<file path="src/rtl/mem_wb_hilo.sv">
// MEM/WB pipeline register, architectural HI/LO register pair with WB-stage
// bypass for EX, and a retired-instruction counter.
module mem_wb_hilo #(
   parameter int ADDR_W = 5,
   parameter int DATA_W = 32,
   parameter int CNT_W  = 32
) (
   input  logic              clk,
   input  logic              rst,
   input  logic              stall_mem,
   input  logic              stall_wb,
   input  logic              flush,
   input  logic              mem_valid,
   input  logic [ADDR_W-1:0] mem_wd,
   input  logic              mem_wreg,
   input  logic [DATA_W-1:0] mem_wdata,
   input  logic              mem_whilo,
   input  logic [DATA_W-1:0] mem_hi,
   input  logic [DATA_W-1:0] mem_lo,
   output logic              wb_valid,
   output logic [ADDR_W-1:0] wb_wd,
   output logic              wb_wreg,
   output logic [DATA_W-1:0] wb_wdata,
   output logic              wb_whilo,
   output logic [DATA_W-1:0] wb_hi,
   output logic [DATA_W-1:0] wb_lo,
   output logic [DATA_W-1:0] hi_o,
   output logic [DATA_W-1:0] lo_o,
   output logic [CNT_W-1:0]  retire_cnt
);

   logic [DATA_W-1:0] hi_r;
   logic [DATA_W-1:0] lo_r;

   // WB register: reset and flush load a bubble, a lone MEM stall loads a
   // bubble while WB drains, otherwise capture MEM unless both stages hold.
   always_ff @(posedge clk) begin
      if (rst || flush || (stall_mem && !stall_wb)) begin
         wb_valid <= 1'b0;
         wb_wd    <= '0;
         wb_wreg  <= 1'b0;
         wb_wdata <= '0;
         wb_whilo <= 1'b0;
         wb_hi    <= '0;
         wb_lo    <= '0;
      end else if (!stall_mem) begin
         wb_valid <= mem_valid;
         wb_wd    <= mem_wd;
         wb_wreg  <= mem_wreg;
         wb_wdata <= mem_wdata;
         wb_whilo <= mem_whilo;
         wb_hi    <= mem_hi;
         wb_lo    <= mem_lo;
      end
   end

   // HI/LO commit from WB; a held WB write simply rewrites the same values.
   always_ff @(posedge clk) begin
      if (rst) begin
         hi_r <= '0;
         lo_r <= '0;
      end else if (wb_whilo) begin
         hi_r <= wb_hi;
         lo_r <= wb_lo;
      end
   end

   // Read port for EX: the pending WB write wins so both halves stay paired.
   always_comb begin
      hi_o = wb_whilo ? wb_hi : hi_r;
      lo_o = wb_whilo ? wb_lo : lo_r;
   end

   // Count an instruction on the edge where it leaves WB; wraps freely.
   always_ff @(posedge clk) begin
      if (rst) begin
         retire_cnt <= '0;
      end else if (wb_valid && !stall_wb) begin
         retire_cnt <= retire_cnt + {{(CNT_W-1){1'b0}}, 1'b1};
      end
   end

endmodule

</file>
<file path="config.mk">
export PLATFORM = sky130hd
export DESIGN_NAME = mem_wb_hilo
export DESIGN_NICKNAME = d
export VERILOG_FILES = /design/src/rtl/mem_wb_hilo.sv
export SDC_FILE = /design/constraint.sdc
export NUM_CORES = 1
export LEC_CHECK = 0
export BUFFER_PORTS_ARGS = -buffer_cell sky130_fd_sc_hd__buf_2
export CORE_MARGIN = 4
export CORE_UTILIZATION = 45
export DETAILED_ROUTE_END_ITERATION = 10
export PLACE_DENSITY = 0.72
export SETUP_SLACK_MARGIN = 0.2
export SKIP_CTS_REPAIR_TIMING = 1
export SLEW_MARGIN = 20
export SYNTH_ARGS = -nofsm -noshare
export SYNTH_HDL_FRONTEND = slang
export SYNTH_SLANG_ARGS = --single-unit
</file>
<file path="constraint.sdc">
create_clock -name clk -period 4.38 [get_ports clk]
set_input_delay 0.657 -clock clk [delete_from_list [all_inputs] [get_ports clk]]
set_output_delay 0.657 -clock clk [all_outputs]
set_load 0.01 [all_outputs]
</file>
# Word-level counts from Yosys, hierarchy flattened
# Index checks and enable logic that the tools add are counted.
[word_totals]
input_bits = 109
regBits = 200
output_inout_bits = 200
[op_classes]
mux = 2
n_reduce_logical = 5
add_sub_neg = 1
[ops]
columns = ["op", "count"]
rows = [
  ["$mux 32", 2],
  ["$add 32x1->32 const B", 1],
  ["$logic_and 1x1->1", 2],
  ["$logic_or 1x1->1", 2],
  ["$logic_not 1->1", 1],
]

# Logic depth before layout (Yosys ltp)
[depth]
word_depth = 3
depth_mapped = 7
ltp_nobuf = 4

# Worst setup path after synthesis
# Ideal clock, no wire load.
[synth_path]
kind = "reg2out"
startpoint = "reg wb_whilo"
endpoint = "out hi_o[0]"
slack_ns = 2.270
stages_incl_launch_ff = 4
required_time_ns = 3.723
arrival_time_ns = 1.453
path_cell_list = "dfxtp_1 > clkbuf_1 > clkbuf_1 > mux2_2"
[synth_between]
elab_chain_cells = 1
[synth_lines]
columns = ["element", "line_no", "text"]
rows = [
  ["start, declared", "24", "output logic wb_whilo,"],
  ["start signal, assigned", "51", "wb_whilo <= mem_whilo;"],
  ["$mux 32", "-", ""],
  ["end, declared", "27", "output logic [DATA_W-1:0] hi_o,"],
]
# No other way between the ends.

# Worst setup path in the final report
[layout_path]
startpoint = "reg wb_whilo"
endpoint = "out hi_o[8]"
# The elaborated chain is that of the path after synthesis.

==> run_results.csv <==
group,metric,value,unit
global_route,antenna_found_initial,4,
worst_setup_path,cp.arrival,2.04,ns
global_route,grt_pass1_vias,5833,
finish,nets,1110,
synthesis,synth_edf_count,0,
clock_network,root_buffer,"clkbuf_16",
min_path,hold_class,"primary input to flop",
sta,tightestPinTransition,0.908,ns
route,wl_per_cell,15.7,um
route,totalWireLength,19400,um
sta,setup_viol,0,
power,power_frac_seq,50.7,%
floorplanning,die_h,138,um
power,switching_share,22.5,%
finish,regArea,0.00401,mm^2
sta,slew_headroom,39.5,%
synthesis,netlist.area_leader.share,53.0,%
sta,skew,0.0108,ns
synthesis,yosysTopAreaCell,"dfxtp_1",
global_route,grt_pass1_wl,29800,um
clock_network,cts_tree,"yes",
sta,finalHoldViolations,0,
synthesis,synth_area,0.00756,mm^2
clock_network,clock_latency,0.42,ns
clock_network,cts_made_buffers,17,
worst_setup_path,r2r_slack,1.90,ns
floorplanning,core_area,0.0165,mm^2
synthesis,yosysWarnings,0,
route,drc_errors,0,
power,vdd_ir_drop_max,0.346,mV
clock_network,clkTransAtPathRegs,0.07,ns
floorplanning,die-area,0.0189,mm^2
worst_setup_path,critPathRequiredTime,3.72,ns
sta,slew_viol_final,0,
min_path,hold_depth,3,
finish,finalNonFillerCells,1233,
power,p_clk_share,42.8,%
clock_network,htreeDepth,4,
worst_setup_path,reg2reg_from,"wb_valid$_SDFFE_PP0N_",
synthesis,synth_cell_types,30,
finish,fill_cells,1458,
worst_setup_path,startpoint_type,"flop",
finish,multi_input_area,0.00334,mm^2
sta,grt_setup_unrepaired,"false",
worst_setup_path,critical_path_class,"flop to output pin",
placement,numPlacedInstances,1201,
finish,drive_above_1_share,41.0,%
worst_setup_path,rr_worst_depth,4,
synthesis,synth_most_common_cell,"dfxtp_1",
route,drt_iter0_drc,146,
synthesis,avgSynthCellArea,10.5,um^2
synthesis,synthArstFlopShare,0,%
sta,fin_crit_sh,61.7,%
route,avgViaCountPerCell,4.90,
worst_setup_path,cp-end-kind,"output pin",
route,first_pass_iters,4,
floorplanning,num_io_pins,309,
clock_network,clk_path_buf_depth,2,
min_path,hold_end,"wb_lo[11]$_SDFFE_PP0N_",
power,power_frac_comb,6.6,%
flow_run,maxCapViolations,0,
synthesis,synth_top_cells_by_count,"dfxtp_1 (200), nor2_1 (117), mux2i_1 (105), nor2b_1 (67), mux2_2 (66)",
placement,gp_congestion,0.753,
sta,fmax,370,MHz
global_route,grt_max_degree,71,
synthesis,postSynthCellCount,717,
power,power_switching,0.828,mW
power,p_int,2.85,mW
worst_setup_path,crit_path_max_fanout,66,
worst_setup_path,timing.rr.end,"retire_cnt[16]$_SDFFE_PP0P_",
synthesis,synth.area.top_cells,"dfxtp_1 (53%), mux2i_1 (14%), mux2_2 (9.8%)",
synthesis,syn_nets,827,
sta,tns,0,ns
global_route,grt.total_usage,19.9,%
route,via_count,6041,
synthesis,yosysSeqAreaShare,53.0,%
power,p_per_area,374,mW/mm^2
floorplanning,start_util,45.7,%
finish,area_growth,30.1,%
floorplanning,num_rows,47,
global_route,grt_overflow,0,
power,leakagePower,4.85,nW
clock_network,cts.sinks,200,
status,status,"completed",
floorplanning,die_width,138,um
synthesis,ys_ff_latch,200,
sta,period_minus_slack,2.70,ns
finish,fin_util,59.5,%
placement,dp_hpwl,13600,um
synthesis,synthFlopType,"dfxtp_1",
placement,portBuffers,308,
min_path,hp-start,"mem_lo[11]",
route,final_antenna_net_count,0,
cell type report:
class / instances / share of cell area [%]
Clock buffer: 22 / 4.82
Tap cell: 220 / 2.80
Timing Repair Buffer: 314 / 16.2
Clock inverter: 9 / 1.16
Sequential cell: 200 / 40.7
Antenna cell: 1 / 0.0254
Inverter: 7 / 0.267
Multi-Input combinational cell: 460 / 34.0
power groups by stage:
stage / logic, mW / registers (mW) / clock network [mW]
after floorplan: 0.126 / 1.92 / 0
after global placement: 0.240 / 1.90 / 0
after detailed placement: 0.243 / 1.91 / 0
after CTS: 0.244 / 1.86 / 1.60
after global routing: 0.264 / 1.87 / 1.68
final: 0.241 / 1.86 / 1.57
logic make-up after synthesis:
logic type / count (synthesis) / synth area share [%]
AND/OR/NAND/NOR: 238 / 15.9
buffers and inverters: 57 / 2.95
multiplexers: 171 / 23.7
XOR/XNOR: 9 / 1.04
AO/OA/AOI/OAI: 41 / 3.21
flip-flops: 200 / 53.0
adder cells (fa/ha/maj): 1 / 0.165
sequential cells by signal (all words and copies together) (netlist names):
signal,cells
lo_r,32
wb_hi,32
wb_wreg,1
wb_valid,1
hi_r,32
retire_cnt,32
wb_wd,5
wb_whilo,1
wb_wdata,32
wb_lo,32
layout by cell type (no fill, tap or decap), drive strengths merged, types with 4 or more instances in the layout:
cell type,n
nor2b,67
mux2i,105
o21ai,6
clkbuf,22
buf,314
or4,16
o31ai,15
or3,6
nand3,10
xor2,7
nor2,117
dfxtp,200
nand2,7
inv,10
mux2,66
nand4,8
clkinv,4
a21oi,20
worst max-delay path, cell delays in order, from the launching register on:
cell and delay (ns):
dfxtp_2 0.31, buf_4 0.70, mux2_2 0.43, buf_2 0.15
layer usage:
metal / GRT usage [%] / routed length [um] / vias up
met5: 0 / 43 / -
met4: 6.65 / 282 / 6
met3: 6.46 / 1530 / 28
met2: 34.5 / 9490 / 210
met1: 23.1 / 8060 / 2789
li1: - / - / 3008
worst max-delay path by stage:
stage | start | endpoint | slack (ns) | cells past startpoint
3_5_place_dp | stall_wb | retire_cnt[16]$_SDFFE_PP0P_ | 1.52 | 5
5_1_grt | wb_whilo$_SDFFE_PP0N_ | hi_o[15] | 1.58 | 3
2_1_floorplan | wb_whilo$_SDFFE_PP0N_ | hi_o[0] | 2.27 | 3
6_report | wb_whilo$_SDFFE_PP0N_ | hi_o[8] | 1.68 | 3
4_1_cts | wb_whilo$_SDFFE_PP0N_ | lo_o[14] | 1.65 | 3
3_3_place_gp | stall_wb | retire_cnt[13]$_SDFFE_PP0P_ | 1.60 | 5
stage by stage:
stage	hold slack (ns)	area (um^2)	setup WS, ns	total power, mW
2_1_floorplan	0.496	7560	2.27	2.04
3_3_place_gp	0.468	9250	1.60	2.14
3_5_place_dp	0.478	9250	1.52	2.15
4_1_cts	0.444	9830	1.65	3.71
5_1_grt	0.453	9840	1.58	3.81
6_report	0.459	9840	1.68	3.68
(Power assumes the default switching activity.)
